$ cat src/rtl/adder_arbiter.sv
// Two-requester round-robin front end for a shared registered adder (IDLE -> EXEC -> RESP).
// Optional per-requester completion counters are enabled with `define ADDER_ARB_STATS_EN.
module adder_arbiter #(
  parameter int WIDTH = 4
) (
  input  logic             clk,
  input  logic             rst_n,
  input  logic [1:0]       req_valid,
  output logic [1:0]       req_ready,
  input  logic [WIDTH-1:0] req0_a,
  input  logic [WIDTH-1:0] req0_b,
  input  logic [WIDTH-1:0] req1_a,
  input  logic [WIDTH-1:0] req1_b,
  output logic             rsp_valid,
  input  logic             rsp_ready,
  output logic             rsp_id,
  output logic [WIDTH:0]   rsp_sum
`ifdef ADDER_ARB_STATS_EN
  ,
  output logic [7:0]       ops_cnt0,
  output logic [7:0]       ops_cnt1
`endif
);

  localparam logic [1:0] IDLE = 2'd0;
  localparam logic [1:0] EXEC = 2'd1;
  localparam logic [1:0] RESP = 2'd2;

  logic [1:0]       state;
  logic [1:0]       state_nxt;
  logic             last_grant;
  logic             grant_id;
  logic             accept;
  logic             rsp_fire;
  logic [WIDTH-1:0] op_a;
  logic [WIDTH-1:0] op_b;
  logic             op_id;

  assign rsp_fire = rsp_valid && rsp_ready;

  // Grant selection; gated by rst_n so no handshake is offered while held in reset
  always_comb begin
    grant_id  = 1'b0;
    accept    = 1'b0;
    req_ready = 2'b00;
    if ((state == IDLE) && rst_n) begin
      case (req_valid)
        2'b01: begin
          grant_id = 1'b0;
          accept   = 1'b1;
        end
        2'b10: begin
          grant_id = 1'b1;
          accept   = 1'b1;
        end
        2'b11: begin
          grant_id = ~last_grant;
          accept   = 1'b1;
        end
        default: begin
          grant_id = 1'b0;
          accept   = 1'b0;
        end
      endcase
      if (accept) begin
        req_ready = grant_id ? 2'b10 : 2'b01;
      end else begin
        req_ready = 2'b00;
      end
    end else begin
      req_ready = 2'b00;
    end
  end

  // Next-state decode
  always_comb begin
    state_nxt = state;
    case (state)
      IDLE:    state_nxt = accept ? EXEC : IDLE;
      EXEC:    state_nxt = RESP;
      RESP:    state_nxt = rsp_fire ? IDLE : RESP;
      default: state_nxt = IDLE;
    endcase
  end

  // State, operand capture and registered response
  always_ff @(posedge clk or negedge rst_n) begin
    if (!rst_n) begin
      state      <= IDLE;
      last_grant <= 1'b1;
      op_a       <= {WIDTH{1'b0}};
      op_b       <= {WIDTH{1'b0}};
      op_id      <= 1'b0;
      rsp_valid  <= 1'b0;
      rsp_id     <= 1'b0;
      rsp_sum    <= {(WIDTH+1){1'b0}};
    end else begin
      state <= state_nxt;
      if (accept) begin
        last_grant <= grant_id;
        op_a       <= grant_id ? req1_a : req0_a;
        op_b       <= grant_id ? req1_b : req0_b;
        op_id      <= grant_id;
      end
      if (state == EXEC) begin
        rsp_sum   <= {1'b0, op_a} + {1'b0, op_b};
        rsp_id    <= op_id;
        rsp_valid <= 1'b1;
      end else if (rsp_fire) begin
        rsp_valid <= 1'b0;
      end
    end
  end

`ifdef ADDER_ARB_STATS_EN
  // Saturating completion counters per requester
  always_ff @(posedge clk or negedge rst_n) begin
    if (!rst_n) begin
      ops_cnt0 <= 8'h00;
      ops_cnt1 <= 8'h00;
    end else if (rsp_fire) begin
      if (!rsp_id && (ops_cnt0 != 8'hFF)) begin
        ops_cnt0 <= ops_cnt0 + 8'h01;
      end
      if (rsp_id && (ops_cnt1 != 8'hFF)) begin
        ops_cnt1 <= ops_cnt1 + 8'h01;
      end
    end
  end
`endif

endmodule

$ cat config.mk
export PLATFORM = sky130hd
export DESIGN_NAME = adder_arbiter
export DESIGN_NICKNAME = d
export VERILOG_FILES = /design/src/rtl/adder_arbiter.sv
export SDC_FILE = /design/constraint.sdc
export NUM_CORES = 1
export LEC_CHECK = 0
export BUFFER_PORTS_ARGS = -buffer_cell sky130_fd_sc_hd__buf_2
export CAP_MARGIN = 20
export CORE_MARGIN = 5
export CORE_UTILIZATION = 45
export CTS_CLUSTER_SIZE = 24
export DETAILED_ROUTE_END_ITERATION = 12
export GPL_TIMING_DRIVEN = 0
export PLACE_DENSITY = 0.81
export SYNTH_ARGS = -nofsm -noshare
export SYNTH_HDL_FRONTEND = slang
export SYNTH_SLANG_ARGS = --single-unit
$ cat constraint.sdc
create_clock -name clk -period 1.5 [get_ports clk]
set_input_delay 0.3 -clock clk [delete_from_list [all_inputs] [get_ports clk]]
set_output_delay 0.3 -clock clk [all_outputs]
set_load 0.005 [all_outputs]
==> results.txt, run 1 <==
Cell Chain, Critical Path - or3b_4 > nor2_8 > buf_6
outcome - finished, violations left
Via Count - 866
routed len/inst - 14.02 µm
WP data arrival - 1.35 ns
Rows - 17
core region area - 0.002212 mm²
synth top area cells - dfrtp_1 43%, a21oi_1 4.8%, ha_1 4.8%
Fin. Hold Viols - 0
placed cell area - 0.001214 mm²
vias in the first global route - 946
Port Buffers - 28
# fillers - 204
routability cong. - 0.7493
Synth top area share - 0.4337
worst relative slew slack - 0.4851
max-slew violations - 0
initial antenna violation count - 0
final setup fails - 2
DRT Pass-1 Iters - 4
detailed placement HPWL - 1793 µm
share of flip-flops with an asynchronous set or reset - 1.000
Die X-Extent - 58.04 µm
CP required - 1.20 ns
GRT Total Usage - 0.1578
Ys Warns - 0
Post-Syn Instances - 101
DP Cell Count - 157
Synth Cell Area - 0.001038 mm²
Worst Hold End - rsp_valid
clock sink count - 19
Lkg Pwr - 0.0006555 µW
critical path buffer and inverter count - 1
Setup CP Type - register to primary output
Seq pwr share - 0.413
Post-synth EDFFs - 0
FMAX - 604.8 MHz
R2R Path Start - op_a[2]
commonest non-fill, non-tap cell in the layout - buf_2
top_reg_cell synth - dfrtp_1
CP peak stage delay - 0.43 ns
H-tree depth - 1
Yosys top cell by area - dfrtp_1
DR iter-0 viols - 28
clock skew - 0.004431 ns
clock latency on the worst-skew pair - 0.29 ns
CP max stage cell - dfrtp_2
Worst-path clk slew - 0.11 ns
synth unique cells - 33
worst hold path class - primary input to register
RSZ-0062 raised after global routing - yes
period utilisation layout - 1.102
Max clock buf depth - 2
most frequent cells in the layout - 28 x buf_2, 17 x dfrtp_1, 10 x a21oi_1
CTS tree - built
non-filler cells, final - 166
post-synthesis area per instance - 10.28 µm²
slew of the pin with the lowest slew margin - 0.7699 ns
logic gate share of total power - 0.473
VDD IR max - 0.9473 mV
max-cap violation count - 0
sequential share of the synthesized area - 0.4590
Pwr per Cell Area - 1669 mW/mm²
die area - 0.003369 mm²
failing checks - setup timing
cell area after layout - 0.001321 mm²
r2r setup slk - 0.05 ns
syn_nets - 127
grt total ovfl - 0
Layout Nets - 165
crit start category - register
CP top delay family - simple AND/OR/NAND/NOR gates
CP Capture Type - primary output
Die H - 58.04 µm
CP Max Fanout - 4
initial core utilization - 0.4695
Routed WL - 2327 µm
first-pass GRT wire length - 4140 µm
FF+latch count, synth - 19
Clk pwr share - 0.114
switch share - 0.3747
HP Start - rsp_ready
Critical R2R Capture - rsp_sum[3]
share of post-route cells with drive strength above 1 - 0.3841
number of top-level pins - 30
antenna viol nets, final - 0
drt drc - 0
Net Sw Power - 826.5 µW
largest net degree at the start of global routing - 19
Layout area overhead - 27.23%
total CTS buffers - 3
Tmin final - 1.654 ns
Worst Hold Depth - 2
P_int - 1379 µW
clock root buffer - clkbuf_4
Vias/cell - 5.217
Diodes inserted - 0
Register-to-Register Path Depth - 4
final worst-path setup slack - -0.1535 ns
cells in the mapped netlist (2+ instances only):
master,instances
ha_1,4
a21o_1,2
buf_6,2
o31ai_1,6
nand2_1,4
inv_1,8
dfrtp_1,18
o21ai_0,6
mux2_2,2
o221ai_1,2
nor2_1,9
a21oi_1,10
o21ai_1,6
buf_2,2
o22ai_1,2
routing by layer:
metal | vias up | global-route usage | routed length (µm)
li1 | 431 | - | -
met1 | 402 | 0.2094 | 1063
met2 | 31 | 0.2581 | 1089
met3 | 2 | 0.03118 | 163
met4 | 0 | 0.04967 | 10
met5 | - | 0 | 0
timing repair:
item / 4_1_cts / 5_1_grt
pin swaps: 3 / 0
setup endpoints to repair: 2 / 9
buffers inserted: 4 / 0
resized for setup: 3 / 7
gates cloned: 0 / 0
hold buffers: 2 / 0
hold endpoints to repair: 18 / 0
worst register-to-register path, stage by stage, from the launching register on:
cell and delay, ns:
dfrtp_1 0.44, ha_4 0.30, inv_1 0.04, or4_1 0.51
nand3_1 0.10
final cells by class:
cell class / count / area, µm² / share of cell area
inverter: 8 / 30.03 / 0.02273
tap: 28 / 35.03 / 0.02652
timing repair buffer: 34 / 198.9 / 0.1506
clock inverter: 1 / 5.005 / 0.003788
buffer: 4 / 36.28 / 0.02746
sequential: 19 / 478.0 / 0.3617
clock buffer: 3 / 22.52 / 0.01705
multi-input combinational: 69 / 515.5 / 0.3902
per-stage QoR:
step / total power, µW / util / setup slack (ns) / TNS (ns) / hold WS [ns]
6_report: 2206 / 0.5973 / -0.1535 / -0.3053 / 0.2012
2_1_floorplan: 1543 / - / 0.1407 / 0 / 0.004409
3_5_place_dp: 1855 / 0.5486 / -0.3013 / -1.453 / 0.2584
3_3_place_gp: 1792 / 0.5486 / -0.2677 / -1.124 / 0.2562
4_1_cts: 2172 / 0.5882 / -0.2481 / -0.4845 / 0.1916
5_1_grt: 2427 / 0.5973 / -0.2203 / -0.4229 / 0.1947
state kept, by name (all words and copies together) (netlist names):
register and cells:
op_b 4, state 2, rsp_id 1, op_a 4
last_grant 1, op_id 1, rsp_sum 5, rsp_valid 1
worst max path at each step:
stage,start,to,cells after the start
floorplan,op_a[2],rsp_sum[3],4
global placement,rst_n,req_ready[1],5
detailed placement,rst_n,req_ready[1],5
CTS,state[1],req_ready[0],4
global route,state[1],req_ready[0],3
finish,state[1],req_ready[1],3
power groups by stage:
stage	logic (µW)	registers [µW]	clock network, µW
floorplan	645	899	0
global placement	885	907	0
detailed placement	930	925	0
CTS	1020	897	260
global route	1190	947	288
finish	1040	910	252
logic make-up (layout without fill, tap and decap cells):
| logic type | count (synthesis) | in the layout | share of synthesized area |
|---|---|---|---|
| adders and majority gates | 5 | 5 | 0.06747 |
| muxes | 2 | 2 | 0.02169 |
| DFF | 19 | 19 | 0.4590 |
| xor gates and xnor gates | 1 | 1 | 0.008435 |
| AOI/OAI and AO/OA | 38 | 38 | 0.2361 |
| and+or+nand+nor | 23 | 23 | 0.1398 |
| buffers and inverters | 13 | 50 | 0.06747 |
Power figures use the tool's default switching activity.
==> run 2: changes to the inputs <==
- ABC_CLOCK_PERIOD_IN_PS: unset -> 1950
- CORE_UTILIZATION: 45 -> 54
- PLACE_DENSITY: 0.81 -> 0.83
- clock period: 1.5 -> 1.95 ns (I/O delays scaled with it)
==> results.txt, run 2 (same netlist as run 1, synthesis figures left out) <==
outcome - finished clean
CP required - 1.56 ns
max-cap violation count - 0
Pwr per Cell Area - 1292 mW/mm²
core region area - 0.001783 mm²
Setup CP Type - register to primary output
commonest non-fill, non-tap cell in the layout - buf_2
WP data arrival - 1.51 ns
routability cong. - 0.8169
vias in the first global route - 887
max-slew violations - 0
number of top-level pins - 30
CTS tree - built
crit start category - register
worst relative slew slack - 0.4564
first-pass GRT wire length - 3933 µm
routed len/inst - 14.16 µm
Net Sw Power - 611.1 µW
pre-CTS setup slack - -0.03524 ns
area of the multi-input gates - 496.7 µm²
Diodes inserted - 0
initial core utilization - 0.5825
logic gate share of total power - 0.458
Max clock buf depth - 2
# fillers - 144
slew of the pin with the lowest slew margin - 0.8128 ns
clock sink count - 19
Cell Chain, Critical Path - or3b_4 > buf_6 > nor2_8 > buf_2
detailed placement HPWL - 1699 µm
Die H - 53.86 µm
Routed WL - 2280 µm
Port Buffers - 28
Layout area overhead - 22.41%
P_int - 1031 µW
R2R Path Start - state[1]
critical path buffer and inverter count - 2
H-tree depth - 1
Most flops, register - rsp_sum
WHS - 0.03647 ns
Via Count - 876
share of post-route cells with drive strength above 1 - 0.3750
Rows - 15
Die X-Extent - 53.86 µm
Seq pwr share - 0.421
Worst-path clk slew - 0.10 ns
max FFs per register - 5
crit path launch - state[1]
total CTS buffers - 3
Vias/cell - 5.441
GRT Total Usage - 0.1879
CP peak stage delay - 0.43 ns
DR iter-0 viols - 17
switch share - 0.3721
CP Capture Type - primary output
fin util - 0.7130
setup TNS - 0 ns
final worst-path setup slack - 0.05272 ns
Clk pwr share - 0.121
clock skew - 0.0008883 ns
grt total ovfl - 0
VDD IR max - 0.6840 mV
initial antenna violation count - 0
DRT Pass-1 Iters - 4
Fin. Hold Viols - 0
clock root buffer - clkbuf_4
final setup fails - 0
Tmin final - 1.897 ns
biggest regs - rsp_sum: 5 flops, op_a: 4 flops, op_b: 4 flops
die area - 0.002900 mm²
most frequent cells in the layout - 29 x buf_2, 16 x dfrtp_1, 10 x a21oi_1
worst hold path class - primary input to async pin
drt drc - 0
Layout Nets - 163
Lkg Pwr - 0.0006393 µW
largest net degree at the start of global routing - 19
clock latency on the worst-skew pair - 0.29 ns
CP Max Fanout - 8
period utilisation layout - 0.9730
antenna viol nets, final - 0
FMAX - 527.1 MHz
FF+latch area - 479.2 µm²
CP max stage cell - dfrtp_2
CP top delay family - simple AND/OR/NAND/NOR gates
==> run 2: changes by cell type in the layout (fill, tap and decap cells not counted), sizes merged <==
| cell | previous run | this run |
|---|---|---|
| dlygate4sd3 | 2 | 1 |
| clkbuf | 3 | 4 |
| clkinv | 1 | 0 |
| buf | 36 | 35 |
==> run 2: metal layers <==
metal | vias up | routed length, µm | part of all wire | global-route usage
met5 | - | 0 | 0 | 0
met4 | 0 | 21 | 0.0092 | 0.06383
met3 | 4 | 157 | 0.069 | 0.03047
met2 | 39 | 1125 | 0.49 | 0.3226
met1 | 400 | 976 | 0.43 | 0.2369
li1 | 433 | - | - | -
==> run 2: layout make-up <==
type,instances,area share
tap,25,0.02461
timing repair buffer,31,0.1319
sequential,19,0.3770
buffer,5,0.03150
clock buffer,4,0.02067
inverter,8,0.02362
multi-input combinational,69,0.3907
==> run 2: per-stage QoR <==
stage / power (µW) / area, µm² / std cells
global placement: 1381 / 1210 / 154
global route: 1789 / 1271 / 161
finish: 1643 / 1271 / 161
floorplan: 1187 / 1039 / 101
detailed placement: 1416 / 1210 / 154
CTS: 1638 / 1257 / 160
==> run 2: path summary, 6_finish.rpt <==
kind	to	slack [ns]	cells past startpoint
min	last_grant	0.04	1
min reg2reg	rsp_sum[1]	0.48	2
max reg2reg	op_a[0]	0.46	5
min in group clk	rsp_valid	0.30	2
max	req_ready[1]	0.05	4
max in group asynchronous	state[0]	0.65	2
==> run 2: worst reg2reg max path, stage by stage, from the launching register on <==
cell,delay [ns]
dfrtp_2,0.43
buf_4,0.16
nor3b_2,0.24
buf_4,0.21
a21oi_1,0.09
o31ai_1,0.26
==> run 2: what timing repair did <==
action,4_1_cts,5_1_grt
endpoints found under the hold margin,18,0
resized for setup,2,3
pin swaps,0,0
hold buffers,1,0
setup endpoints to repair,2,2
setup buffers,1,1
==> run 2: power by group through the flow <==
stage	Combinational, µW	Sequential, µW	Clock, µW
global placement	682	699	0
floorplan	496	691	0
global route	862	711	216
CTS	742	695	201
detailed placement	704	712	0
finish	752	692	198
==> run 3: changes to the inputs <==
- CORE_MARGIN: 5 -> 4
- CTS_CLUSTER_DIAMETER: unset -> 100
==> results.txt, run 3 (same netlist as run 1, synthesis figures left out) <==
worst hold path class - primary input to async pin
Diodes inserted - 0
total CTS buffers - 3
max-slew violations - 0
Most flops, register - rsp_sum
Via Count - 900
crit start category - register
Setup CP Type - register to primary output
DR iter-0 viols - 13
most frequent cells in the layout - 29 x buf_2, 17 x dfrtp_1, 10 x a21oi_1
Port Buffers - 28
Rows - 15
vias in the first global route - 858
max FFs per register - 5
CP Max Fanout - 4
detailed placement HPWL - 1675 µm
GRT Total Usage - 0.1909
WP data arrival - 1.49 ns
CP max stage cell - dfrtp_1
drt drc - 0
max-cap violation count - 0
worst relative slew slack - 0.4513
CP peak stage delay - 0.44 ns
number of top-level pins - 30
Tmin final - 1.884 ns
antenna viol nets, final - 0
largest net degree at the start of global routing - 19
Die X-Extent - 51.86 µm
Lkg Pwr - 0.0006477 µW
clock latency on the worst-skew pair - 0.29 ns
initial core utilization - 0.5825
outcome - finished clean
Cell Chain, Critical Path - or3b_1 > buf_6 > nor2_8 > buf_2
grt total ovfl - 0
Layout area overhead - 22.65%
Die H - 51.86 µm
CP Capture Type - primary output
Pwr per Cell Area - 1292 mW/mm²
biggest regs - rsp_sum: 5 flops, op_a: 4 flops, op_b: 4 flops
first-pass GRT wire length - 3767 µm
period utilisation layout - 0.9659
Worst-path clk slew - 0.10 ns
VDD IR max - 0.7094 mV
CTS tree - built
clock skew - 0.002235 ns
slew of the pin with the lowest slew margin - 0.8204 ns
die area - 0.002689 mm²
DRT Pass-1 Iters - 4
Layout Nets - 164
pre-CTS setup slack - -0.02264 ns
FMAX - 530.9 MHz
final worst-path setup slack - 0.06650 ns
Vias/cell - 5.556
initial antenna violation count - 0
Routed WL - 2293 µm
H-tree depth - 1
routability cong. - 0.8398
final setup fails - 0
total power - 1645 µW
clock sink count - 19
share of post-route cells with drive strength above 1 - 0.3650
Fin. Hold Viols - 0
commonest non-fill, non-tap cell in the layout - buf_2
clock root buffer - clkbuf_4
routed len/inst - 14.15 µm
Max clock buf depth - 2
CP required - 1.56 ns
core region area - 0.001783 mm²
[run 3: cell types whose count changed in the layout (fill, tap and decap cells not counted)]
cell,change
clkbuf_1,-1
or3b_4,-1
nor2_1,+1
or3b_1,+1
clkinv_2,+1
dfrtp_1,+1
buf_4,+1
nor2_2,-1
dfrtp_2,-1
[run 3: timing repair]
item,4_1_cts,5_1_grt
buffers inserted,0,3
pin swaps,0,1
hold buffers,1,0
endpoints found under the hold margin,18,0
resized for setup,1,1
setup endpoints to repair,2,2
[run 3: path summary, 6_finish.rpt]
kind                             from      endpoint  slack (ns)  cells after the start
max                          state[0]  req_ready[1]        0.07                      4
min                             rst_n    last_grant        0.04                      1
max reg2reg                  state[1]       op_a[0]        0.37                      5
min reg2reg                rsp_sum[1]    rsp_sum[1]        0.48                      2
max in group asynchronous       rst_n      state[1]        0.64                      2
min in group clk            rsp_ready     rsp_valid        0.30                      2
[run 3: metrics by stage]
step	util	hold WS (ns)	TNS [ns]	cells	cell area, µm²
6_report	0.7144	0.03733	0	162	1274
5_1_grt	0.7144	0.02169	-0.0002819	162	1274
4_1_cts	0.7011	0.02481	0	159	1250
3_5_place_dp	0.6786	0.3592	-0.02264	154	1210
3_3_place_gp	0.6786	0.3479	0	154	1210
2_1_floorplan	-	0.09441	0	101	1039
[run 3: worst max-delay path: cells and delay by family (launching register included)]
family / cells / cell delay (ns)
flip-flops: 1 / 0.44
buffers and inverters: 2 / 0.26
AND/OR/NAND/NOR: 2 / 0.50
[run 3: final cells by class]
| class | instances | area [µm²] |
|---|---|---|
| timing repair buffer | 32 | 175.2 |
| clock buffer | 3 | 22.52 |
| buffer | 5 | 40.04 |
| clock inverter | 1 | 5.005 |
| fill | 137 | 509.2 |
| tap | 25 | 31.28 |
| sequential | 19 | 478.0 |
| inverter | 8 | 30.03 |
| multi-input combinational | 69 | 491.7 |
[run 3: power breakdown]
| group | switching, µW | internal, µW |
|---|---|---|
| logic | 381 | 370 |
| registers | 114 | 583 |
| clock network | 120 | 76.3 |
| total | 616 | 1030 |
[run 3: routing by layer]
layer	wire length, µm	share of wire	global-route usage	vias to the layer above
li1	-	-	-	435
met1	1016	0.44	0.2559	430
met3	121	0.053	0.02579	7
met5	0	0	0	-
met4	38	0.017	0.06550	0
met2	1116	0.49	0.3138	28
